[src/rtl/denise_palette_loader_pkg.sv]
// Shared constants and types for the Denise palette loader.
//   COLOR00_ADDR / NOOP_ADDR : full 9-bit register addresses (bit 0 always 0)
//   PALETTE_SIZE, IDX_W, RGB_W: colour-table geometry
//   loader_state_t           : loader sequencer states
//   color_reg()              : register-bus address [8:1] of a colour entry
package denise_palette_loader_pkg;

   localparam logic [8:0]  COLOR00_ADDR = 9'h180;
   localparam logic [8:0]  NOOP_ADDR    = 9'h1FE;
   localparam int unsigned PALETTE_SIZE = 32;
   localparam int unsigned IDX_W        = 5;
   localparam int unsigned RGB_W        = 12;

   typedef enum logic [1:0] {
      StIdle = 2'd0,
      StLoad = 2'd1,
      StDone = 2'd2
   } loader_state_t;

   // base_word is already the [8:1] form of the COLOR00 address
   function automatic logic [7:0] color_reg(input logic [7:0]       base_word,
                                            input logic [IDX_W-1:0] idx);
      return base_word + {3'b000, idx};
   endfunction

endpackage

[src/rtl/denise_palette_shadow.sv]
// Host-writable shadow copy of the 32-entry RGB444 palette.
//   clk_i   : pixel clock
//   we_i    : write strobe (already qualified with the clock enable)
//   waddr_i : entry written
//   wdata_i : RGB444 value written
//   raddr_i : entry read (asynchronous)
//   rdata_o : contents of entry raddr_i; a same-cycle write is not visible yet
// Contents are deliberately not reset so a palette survives a loader reset.
module denise_palette_shadow
   import denise_palette_loader_pkg::*;
(
   input  logic             clk_i,
   input  logic             we_i,
   input  logic [IDX_W-1:0] waddr_i,
   input  logic [RGB_W-1:0] wdata_i,
   input  logic [IDX_W-1:0] raddr_i,
   output logic [RGB_W-1:0] rdata_o
);

   logic [RGB_W-1:0] mem_q [PALETTE_SIZE];

   always_ff @(posedge clk_i) begin
      if (we_i) begin
         mem_q[waddr_i] <= wdata_i;
      end
   end

   assign rdata_o = mem_q[raddr_i];

endmodule

[src/rtl/denise_palette_loader.sv]
// Bulk loader for the Denise colour registers COLOR00..COLOR31.
// Sits between the Agnus register bus and Denise; Agnus writes always pass
// through with one tick of latency, and queued palette entries are inserted
// only into idle bus slots while blanking.
//   clk, clk7_en, reset     : pixel clock, 7 MHz enable, sync active-high reset
//   bus_address_in/data_in  : register bus from Agnus
//   blank                   : insertion permitted only while high
//   wr_en/wr_index/wr_color : host shadow-palette write port
//   start                   : request a full palette load
//   reg_address_out/data_out: registered bus to Denise
//   busy, done              : load in progress / one-tick completion pulse
module denise_palette_loader
   import denise_palette_loader_pkg::*;
#(
   parameter logic [7:0]  IDLE_ADDR  = NOOP_ADDR[8:1],
   parameter logic [8:0]  COLOR0     = COLOR00_ADDR,
   parameter int unsigned NUM_COLORS = PALETTE_SIZE
) (
   input  logic             clk,
   input  logic             clk7_en,
   input  logic             reset,
   input  logic [8:1]       bus_address_in,
   input  logic [15:0]      bus_data_in,
   input  logic             blank,
   input  logic             wr_en,
   input  logic [IDX_W-1:0] wr_index,
   input  logic [RGB_W-1:0] wr_color,
   input  logic             start,
   output logic [8:1]       reg_address_out,
   output logic [15:0]      data_out,
   output logic             busy,
   output logic             done
);

   localparam logic [IDX_W-1:0] LastIdx = IDX_W'(NUM_COLORS - 1);

   loader_state_t    state_q, state_d;
   logic [IDX_W-1:0] idx_q, idx_d;
   logic             restart_q, restart_d;
   logic [7:0]       addr_q, addr_d;
   logic [15:0]      data_q, data_d;
   logic             done_q, done_d;

   logic [RGB_W-1:0] shadow_rdata;
   logic             insert;

   // Read happens before the write lands, so a same-tick write to idx_q
   // still issues the old colour.
   denise_palette_shadow u_shadow (
      .clk_i   (clk),
      .we_i    (wr_en & clk7_en),
      .waddr_i (wr_index),
      .wdata_i (wr_color),
      .raddr_i (idx_q),
      .rdata_o (shadow_rdata)
   );

   // Agnus traffic always wins; only genuinely idle slots are borrowed.
   assign insert = (state_q == StLoad) && blank && (bus_address_in == IDLE_ADDR);

   always_comb begin
      state_d   = state_q;
      idx_d     = idx_q;
      restart_d = restart_q;
      addr_d    = bus_address_in;
      data_d    = bus_data_in;
      done_d    = 1'b0;

      if (insert) begin
         addr_d = color_reg(COLOR0[8:1], idx_q);
         data_d = {4'h0, shadow_rdata};
      end

      unique case (state_q)
         StIdle: begin
            if (start) begin
               state_d = StLoad;
               idx_d   = '0;
            end
         end
         StLoad: begin
            if (start) begin
               restart_d = 1'b1;
            end
            if (insert) begin
               // Terminal count is explicit so idx never wraps within a run
               if (idx_q == LastIdx) begin
                  state_d = StDone;
               end else begin
                  idx_d = idx_q + 1'b1;
               end
            end
         end
         StDone: begin
            done_d    = 1'b1;
            restart_d = 1'b0;
            idx_d     = '0;
            // A start landing on the DONE tick is still a request made while busy
            if (restart_q || start) begin
               state_d = StLoad;
            end else begin
               state_d = StIdle;
            end
         end
         default: begin
            state_d = StIdle;
         end
      endcase
   end

   always_ff @(posedge clk) begin
      if (reset) begin
         state_q   <= StIdle;
         idx_q     <= '0;
         restart_q <= 1'b0;
         addr_q    <= IDLE_ADDR;
         data_q    <= '0;
         done_q    <= 1'b0;
      end else if (clk7_en) begin
         state_q   <= state_d;
         idx_q     <= idx_d;
         restart_q <= restart_d;
         addr_q    <= addr_d;
         data_q    <= data_d;
         done_q    <= done_d;
      end
   end

   assign reg_address_out = addr_q;
   assign data_out        = data_q;
   assign done            = done_q;
   assign busy            = (state_q != StIdle);

endmodule

[config.mk]
export PLATFORM = sky130hd
export DESIGN_NAME = denise_palette_loader
export DESIGN_NICKNAME = d
export VERILOG_FILES = /design/src/rtl/denise_palette_loader_pkg.sv /design/src/rtl/denise_palette_shadow.sv /design/src/rtl/denise_palette_loader.sv
export SDC_FILE = /design/constraint.sdc
export NUM_CORES = 1
export LEC_CHECK = 0
export BUFFER_PORTS_ARGS = -buffer_cell sky130_fd_sc_hd__buf_2
export CAP_MARGIN = 5
export CORE_ASPECT_RATIO = 1.75
export CORE_UTILIZATION = 35
export DETAILED_ROUTE_END_ITERATION = 8
export HOLD_SLACK_MARGIN = 0.15
export SYNTH_ARGS = -nofsm -noshare
export SYNTH_HDL_FRONTEND = slang
export SYNTH_SLANG_ARGS = --single-unit
[constraint.sdc]
create_clock -name clk -period 3 [get_ports clk]
set_input_delay 0.6 -clock clk [delete_from_list [all_inputs] [get_ports clk]]
set_output_delay 0.6 -clock clk [all_outputs]
set_load 0.05 [all_outputs]
======== Yosys cells after proc, flatten, opt, wreduce, memory -nomap -nowiden ========
Memory sizes are Yosys's and may differ from the RTL's. A register that Yosys moved wholly into a read port is not among the register bits.
Index checks and enable logic that the tools add are counted.
W data, S select, Z words.
cells by class
  equality and inequality tests ........... 9
  bitwise logic cells ..................... 1
  mux-type cells .......................... 18
  $add $sub $neg .......................... 2
  reduce and logical (&&, ||, !) cells .... 10
operators by type and width
  operator               count
  $mux W5                5
  $mux W16               1
  $pmux W5 S3            1
  $add A7 B6 Y8 const A  1
  $eq A8 B8 Y1 const B   1
  $mux W8                1
  $ne A2 B2 Y1 const B   4
  $mux W2                3
  $pmux W2 S3            1
  $add A5 B1 Y5 const B  1
  $eq A5 B5 Y1 const B   1
  $mux W1                5
  $reduce_and A5 Y1      1
  $reduce_and A4 Y1      1
  $reduce_bool A2 Y1     2
  $reduce_and A3 Y1      1
  $reduce_bool A3 Y1     1
  $eq A2 B1 Y1 const B   1
  $eq A2 B2 Y1 const B   1
  $logic_and A1 B1 Y1    2
  $logic_not A2 Y1       1
  $ne A2 B1 Y1 const B   1
  $pmux W1 S2            1
  $and A1 B1 Y1          1
  $logic_or A1 B1 Y1     1
word-level totals
  output and inout bits ................... 26
  word-level logic and storage cells ...... 47
  RAM bits ................................ 384
  input port bits ......................... 47
  flip-flop bits (word level) ............. 33
  memories ................................ 1
memories
  name            words  width  rd ports  clocked after memory_dff  wr ports  RTL line                     text
  u_shadow.mem_q  32     12     1         1                         1         denise_palette_shadow.sv:20  logic [RGB_W-1:0] mem_q [PALETTE_SIZE];

======== Longest topological paths before layout ========
Gate-level depths: netlist of run 1.
  word-level depth ........................ 7
  depth in mapped cells ................... 9
  gate-level depth less buffers ........... 8

======== Modules after synthesis ========
From an unflattened synthesis of run 1, not the netlist that was laid out.
unflattened totals
  cells, all modules ...................... 1037
  area total of the unflattened synthesis .. 16683.5 µm²
modules (own cells, without submodules)
  module                 times used  cells each  area each (µm²)  seq. area each (µm²)
  denise_palette_shadow  1           856         15228.4          11531.1
  denise_palette_loader  1           181         1455.1           660.6

======== Worst setup path before layout of run 1 ========
Ideal clock, no wire load.
  path type ............................... input -> register
  start point ............................. in clk7_en
  end point ............................... mem u_shadow.mem_q[0][0] (enable)
  arrival ................................. 1.999 ns
  buffers on the path ..................... 2
  cell stages on the path ................. 5
  library setup time ...................... 0.380 ns
  required time ........................... 2.620 ns
  setup slack ............................. 0.620 ns
  cells stage by stage .................... clkbuf_1 -> nand2_1 -> or3_1 -> clkbuf_1 -> nor2_1
between the ends
  longest elaborated chain between the ends .. 3
RTL lines
  what                           RTL line                     text
  start, declared                denise_palette_loader.sv:20  input logic clk7_en,
  $and A1 B1 Y1                  denise_palette_loader.sv:51  .we_i (wr_en & clk7_en),
  $mux W1                        denise_palette_shadow.sv:23  if (we_i) begin
  $mux W1 (implied by the code)  denise_palette_shadow.sv:24  mem_q[waddr_i] <= wdata_i;
  end, declared                  denise_palette_shadow.sv:20
No other way between the ends.

==> results of run 1 <==
-- flip-flops by register name, indices dropped and copies added, names as in the netlist, named ones only --
| name | flops |
|---|---|
| done | 1 |
| idx_q | 5 |
| u_shadow.mem_q | 384 |
| state_q | 2 |
| reg_address_out | 8 |
| data_out | 16 |
| restart_q | 1 |
-- cell usage after synthesis (12+ instances only) --
cell type  instances  area share (%)
nand2_1           29            0.67
buf_2             15            0.46
o22ai_1           16            0.61
o21ai_0           12            0.37
nand3_1           12            0.37
clkbuf_1          21            0.48
dfxtp_1           38             4.7
a22oi_1           19            0.87
edfxtp_1         384              71
a21oi_1           19            0.58
mux4_2            98              14
mux2i_1           18             1.1
nor2_1            48             1.1
-- routing by layer --
metal  share of wire, %  global-route usage (%)
met5               0.12                       0
met4                4.3                    7.64
met3                4.1                    2.65
met2                 55                    30.9
met1                 36                    18.6
-- area by class of cell --
type                            count  area [um2]
Sequential cell                   422       12300
Multi-Input combinational cell    349        3760
Clock inverter                     18         194
Tap cell                          583         729
Fill cell                        4019       27100
Inverter                            3        11.3
Clock buffer                       48        1030
Timing Repair Buffer              122         786
-- logic make-up after synthesis --
group | count (synthesis) | share of synthesized area, %
DFF | 422 | 75.4
and+or+nand+nor | 127 | 3.81
muxes | 116 | 14.6
AOI/OAI and AO/OA | 102 | 4.34
buffers and inverters | 50 | 1.54
xor gates and xnor gates | 2 | 0.107
adders and majority gates | 2 | 0.153
-- how the worst max path moves through the flow --
stage	to	cells past startpoint
after CTS	flip-flop	8
after global routing	flip-flop	8
after detailed placement	flip-flop	8
after floorplan	u_shadow.mem_q[0][0]	5
final	flip-flop	8
after global placement	flip-flop	8
-- metrics by stage --
step | hold WS [ns] | power [mW]
2_1_floorplan | 0.468 | 6.91
4_1_cts | 0.306 | 12.0
3_5_place_dp | 0.457 | 7.17
6_report | 0.323 | 11.9
5_1_grt | 0.321 | 12.2
3_3_place_gp | 0.445 | 7.16
-- cells in the final DEF, fill, tap and decap left out, types with 5 or more instances in the layout --
cell type  netlist  routed
edfxtp_1       384     384
mux4_2          98      98
buf_2           15      72
nor2_1          48      48
buf_4            5      46
clkbuf_16        0      39
dfxtp_1         38      35
nand2_1         29      29
a21oi_1         19      19
a22oi_1         19      19
mux2i_1         18      18
o22ai_1         16      16
nand3_1         12      12
o21ai_0         12      12
nor2b_1         10      10
a211o_1         10      10
or3_1            7       7
clkbuf_1        21       7
nand4_1          6       6
clkinv_2         0       6
a311oi_1         5       5
clkinv_1         0       5
-- power by group --
part | internal [mW] | total, mW | switching (mW)
Combinational | 0.183 | 0.538 | 0.354
Clock | 2.78 | 4.86 | 2.08
Sequential | 6.46 | 6.50 | 0.0328
-- worst reg2reg max path, cell delays in order, from the launching register on --
cell     delay, ns
dfxtp_1       0.34
ha_1          0.22
and3_1        0.19
ha_1          0.21
or3b_1        0.35
o41ai_1       0.34
nand2_1       0.24
or3_1         0.41
a21oi_1       0.16
==> summary.txt, run 1 <==
Yosys
  • Cells after synthesis: between 800 and 900
  • Post-synthesis register bit count: about 420
  • Mean Syn Cell Area: 19.9 um2
  • Top FF cell, synth: edfxtp_1
  • Syn_nets: 870
  • Cell Area, Synth: 0.0163 mm2
  • Unique cell type count in the Yosys netlist: 46
  • Sequential share of the synthesized area: between 70% and 80%
  • Post-synth EDFFs: roughly 380
  • Warnings, synthesis: 0
  • Async set-or-reset flop fraction in the synthesized netlist: 0%

Worst setup path
  • CP bufs+invs: 0
  • RR Startpoint: idx_q[0]
  • CP required: 3.45 ns
  • CP Cell Sequence: ha_1 -> and3_1 -> ha_1 -> or3b_1 -> o41ai_1 -> nand2_1 -> or3_1 -> a21oi_1
  • Worst R2R Path Depth: 8
  • Worst-path cell with the longest stage delay: or3_1
  • CP max stage delay: between 0.4 and 0.5 ns
  • Crit path top cell by count: ha_1
  • CP Max Fanout: 7
  • Worst EP arrival: between 2 and 3 ns
  • Setup crit end kind: flip-flop
  • Critical path class: flip-flop to flip-flop
  • Reg2reg setup slack: between 0.4 and 0.5 ns
  • Critical Path Source: idx_q[0]
  • Worst setup SP type: flip-flop
  • Crit path max-delay family: simple AND/OR/NAND/NOR gates

Routing
  • Total vias in the final route: 8,229
  • DRT Pass-1 Iters: 7
  • Number of routed nets with antenna violations: 0
  • Avg WL per Cell: between 20 and 30 um
  • Final wirelength: 39,100 um
  • Drt via density: about 5.3
  • Initial DRC count: between 600 and 700
  • Remaining DRCs: 0

Timing
  • Worst Max-Slew Pin Slew: just under 1 ns
  • Clk_skew: about 0.011 ns
  • Tmin final: 2.53 ns
  • Endpoints failing setup: 0
  • Achievable frequency: 0.396 GHz
  • Worst slew margin: 34.9%
  • Final Hold Vio Count: 0
  • Final Max Tran Viols: 0
  • Fin Setup TNS: 0 ns
  • Setup repair after global routing missed its margin: false
  • Setup ws final: ~0.47 ns
  • Ratio of final minimum period to clock period: between 80% and 90%

Global route
  • Largest net degree at the start of global routing: 43
  • Global-route wire length before repair: between 50,000 and 60,000 um
  • GRT Total Usage: 16.8%
  • Grt total ovfl: 0
  • Vias in the first global route: approximately 8,500
  • Initial antenna violation count: 4

Layout
  • Share of post-route cells with drive strength above 1: between 20 and 30%
  • Antenna cells: 0
  • Layout area overhead: 15.4%
  • Final Net Count: slightly below 1,000
  • Post-route cell area: 0.0188 mm2
  • Post-layout util: about two fifths
  • Non-Filler Instances: between 1,500 and 2,000

Clock network
  • Post_cts resized: 0
  • Root buffer cell: clkbuf_16
  • H-tree depth: 2
  • CTS tree: yes
  • Total clock buffers created by CTS: 37
  • Clock buffer depth: 3
  • Clock transition at the registers of the reported paths: around 0.070 ns
  • Clock network latency to the later pin of the worst-skew pair: between 0.5 and 0.6 ns
  • Cts hold-fix bufs: 0
  • Clock sink count: 422
  • Post-CTS setup buffers: 0

Floorplanning
  • Die ar.: ~0.047 mm2
  • CORE AREA: about 0.046 mm2
  • I/O pin count: 73
  • Height of the chip: approximately 290 um
  • Starting Density: 35.5%
  • Row Count: 104
  • Die width: 165 um

Placement
  • Pre-CTS setup slack: around 0.52 ns
  • Post-detail-place hpwl: about 26,000 um
  • GP Congestion: approximately 0.87
  • Inst Count DP: approximately 1,500
  • DP Area: approximately 0.018 mm2
  • I/O Buffers: between 70 and 80

Run
  • Max-Cap Viols: 0

Power
  • P per Cell Area: roughly 630 mW/mm2
  • Highest ir drop seen on vdd: 0.000559 V
  • Leak: approximately 5.9 nW

Worst hold path
  • Hold path cells: 2
  • Hold_sp: bus_address_in[8]
  • Worst Hold Class: primary input to flip-flop
  • Hold Crit Endpoint: reg_address_out[8]

Status
  • Status: finished, final reports clean
Power figures use the tool's default switching activity.
==> run 2, diff against run 1 <==
clock period = 2.43 ns   (was 3 ns; I/O delays follow)
==> run 2 against run 1 <==
Effect of this change: cell count is 2.3% higher; worst setup slack worse by 0.37 ns; sequential share of layout area is 1.4 points lower; clock power is 24% higher; sequential power is 23% higher; critical path depth stayed put; first-iteration DRC count is 4.5% higher; worst hold slack worse by 0.11 ns; flip-flop and latch count stayed put; power is 24% higher.
==> summary.txt, run 2 (same netlist as run 1, synthesis figures left out) <==
Status
  • Status: finished, final reports clean

Layout
  • Antenna cells: 0
  • Commonest non-fill, non-tap cells in the layout: edfxtp_1, mux4_2, buf_2
  • Most flops, register: u_shadow.mem_q
  • Commonest non-fill, non-tap cell in the layout: edfxtp_1
  • Max reg flops: between 300 and 400
  • Layout area overhead: 17.8%
  • Post-route cell area: ~0.019 mm2
  • Share of post-route cells with drive strength above 1: ~32%
  • Final Net Count: about 1,000

Routing
  • Remaining DRCs: 0
  • Initial DRC count: a little under 700
  • Avg WL per Cell: about 25 um
  • DR WL met2: between 20,000 and 25,000 um
  • Total vias in the final route: around 8,400
  • Met1 wire length: roughly 14,000 um
  • Drt via density: 5.31
  • DR top layer: met5
  • Number of routed nets with antenna violations: 0
  • DRT Pass-1 Iters: 5
  • Routed length on met3: 1760 um
  • Final wirelength: about 40,000 um

Clock network
  • Post-CTS setup buffers: 0
  • Total clock buffers created by CTS: 38
  • Root buffer cell: clkbuf_16
  • Clock sink count: around 420
  • Clock transition at the registers of the reported paths: approximately 0.070 ns
  • Clock buffer depth: 3
  • CTS tree: yes
  • Clock network latency to the later pin of the worst-skew pair: roughly 0.53 ns
  • H-tree depth: 2

Power
  • Seq pwr share: 54.4%
  • Sw Pwr: about 3 mW
  • P per Cell Area: ~770 mW/mm2
  • Highest ir drop seen on vdd: between 0.0005 and 0.0006 V
  • Pint: 11.7 mW
  • Clock power frac: approximately two fifths
  • Leak: around 6.1 nW
  • Combinational share of power: approximately 4.8%
  • Switching Share: a little over a fifth

Floorplanning
  • I/O pin count: 73
  • Height of the chip: 288 um
  • CORE AREA: 0.0459 mm2
  • Starting Density: between 30% and 40%
  • Row Count: 104
  • Die width: roughly 170 um
  • Die ar.: 0.0475 mm2

Global route
  • GRT Total Usage: between 15 and 20%
  • Grt total ovfl: 0
  • Largest net degree at the start of global routing: 40
  • Initial antenna violation count: 6
  • Global-route wire length before repair: about 57,000 um
  • Vias in the first global route: 8,655

Placement
  • Post-detail-place hpwl: ~26,000 um
  • DP Area: around 0.018 mm2
  • GP Congestion: between 0.8 and 0.9
  • I/O Buffers: 72

Timing
  • Fin Setup TNS: 0 ns
  • Final Hold Vio Count: 0
  • Final Max Tran Viols: 0
  • Worst slew margin: between 40% and 50%
  • Worst Max-Slew Pin Slew: between 0.8 and 0.9 ns
  • Endpoints failing setup: 0
  • Tmin final: roughly 2.3 ns
  • Clk_skew: about 0.016 ns
  • Achievable frequency: 0.429 GHz
  • Ratio of final minimum period to clock period: 95.9%
  • Setup repair after global routing missed its margin: false

Worst hold path
  • Worst Hold Class: primary input to flip-flop

Worst setup path
  • CP max stage delay: between 0.4 and 0.5 ns
  • Worst-path cell with the longest stage delay: or3_4
  • CP Cell Sequence: ha_1 -> and3_1 -> ha_1 -> or3b_1 -> o41ai_2 -> nand2_1 -> or3_4 -> a21oi_2
  • Setup crit end kind: flip-flop
  • Critical Path Source: idx_q[0]
  • CP bufs+invs: 0
  • RR Startpoint: idx_q[0]
  • Worst R2R Path Depth: 8
  • Worst EP arrival: 2.79 ns
  • Levels on crit path: 8
  • Reg2reg setup slack: 0.10 ns
  • Crit path top cell by count: ha_1
  • Critical path class: flip-flop to flip-flop
  • CP required: about 2.9 ns
  • Worst setup SP type: flip-flop
  • CP Max Fanout: 6
  • Crit path max-delay family: simple AND/OR/NAND/NOR gates

Run
  • Max-Cap Viols: 0
[run 2: cell types whose count changed in the layout (fill, tap and decap cells not counted), moves of 2 or more]
cell and delta:
buf_12 +10, clkbuf_8 -2, clkbuf_16 +2, clkbuf_1 +4, clkinv_2 -2, buf_4 +23
[run 2: final cells by class]
class / instances / area, um2
clock inverters: 16 / 166
fillers: 3976 / 26700
inverters: 3 / 11.3
flip-flops and latches: 422 / 12300
repair buffers: 155 / 1160
clock buffers: 52 / 1070
well taps: 583 / 729
multi-input cells: 349 / 3770
[run 2: per-stage QoR]
stage / worst slack (ns) / util [%] / hold WS, ns / cells / power (mW)
finish: 0.101 / 41.8 / 0.213 / 1580 / 14.7
global route: 0.00279 / 41.8 / 0.205 / 1580 / 15.1
CTS: 0.0891 / 41.8 / 0.188 / 1580 / 14.9
detailed placement: 0.0118 / 39.1 / 0.454 / 1512 / 8.89
global placement: 0.0556 / 39.1 / 0.447 / 1512 / 8.87
floorplan: 0.143 / - / 0.468 / 821 / 8.54
[run 2: worst min-delay path by stage]
stage,start,endpoint,slack [ns],cells past startpoint
detailed placement,data_out[15],data_out[15],0.45,2
floorplan,idx_q[4],flip-flop,0.47,2
CTS,bus_address_in[8],reg_address_out[8],0.19,2
global route,bus_address_in[8],reg_address_out[8],0.20,2
global placement,reg_address_out[5],reg_address_out[5],0.45,2
finish,bus_address_in[8],reg_address_out[8],0.21,2
[run 2: timing repair]
item / CTS / global route
gates resized for setup: 1 / 2
setup endpoints to repair: 1 / 1
hold endpoints to repair: 0 / 0
hold buffers: 0 / 0
cloned: 0 / 0
[run 2: layer usage]
layer,global-route usage (%),up-vias
met4,7.50,10
met2,31.1,266
met1,19.4,4348
met3,2.13,87
li1,-,3686
met5,0,-
[run 2: power by group through the flow]
| stage | clock, mW | sequential, mW | combinational [mW] |
|---|---|---|---|
| finish | 6.02 | 8.02 | 0.703 |
| global route | 6.38 | 8.02 | 0.747 |
| CTS | 6.14 | 8.02 | 0.714 |
| detailed placement | 0 | 8.17 | 0.712 |
| global placement | 0 | 8.17 | 0.701 |
| floorplan | 0 | 8.24 | 0.293 |
[run 2: worst register-to-register path: cells and delay by family (launching register included)]
| kind | cells | cell delay [ns] |
|---|---|---|
| AND/OR/NAND/NOR | 4 | 1.15 |
| adder cells (fa/ha/maj) | 2 | 0.38 |
| flip-flops | 1 | 0.31 |
| AO/OA/AOI/OAI | 2 | 0.42 |
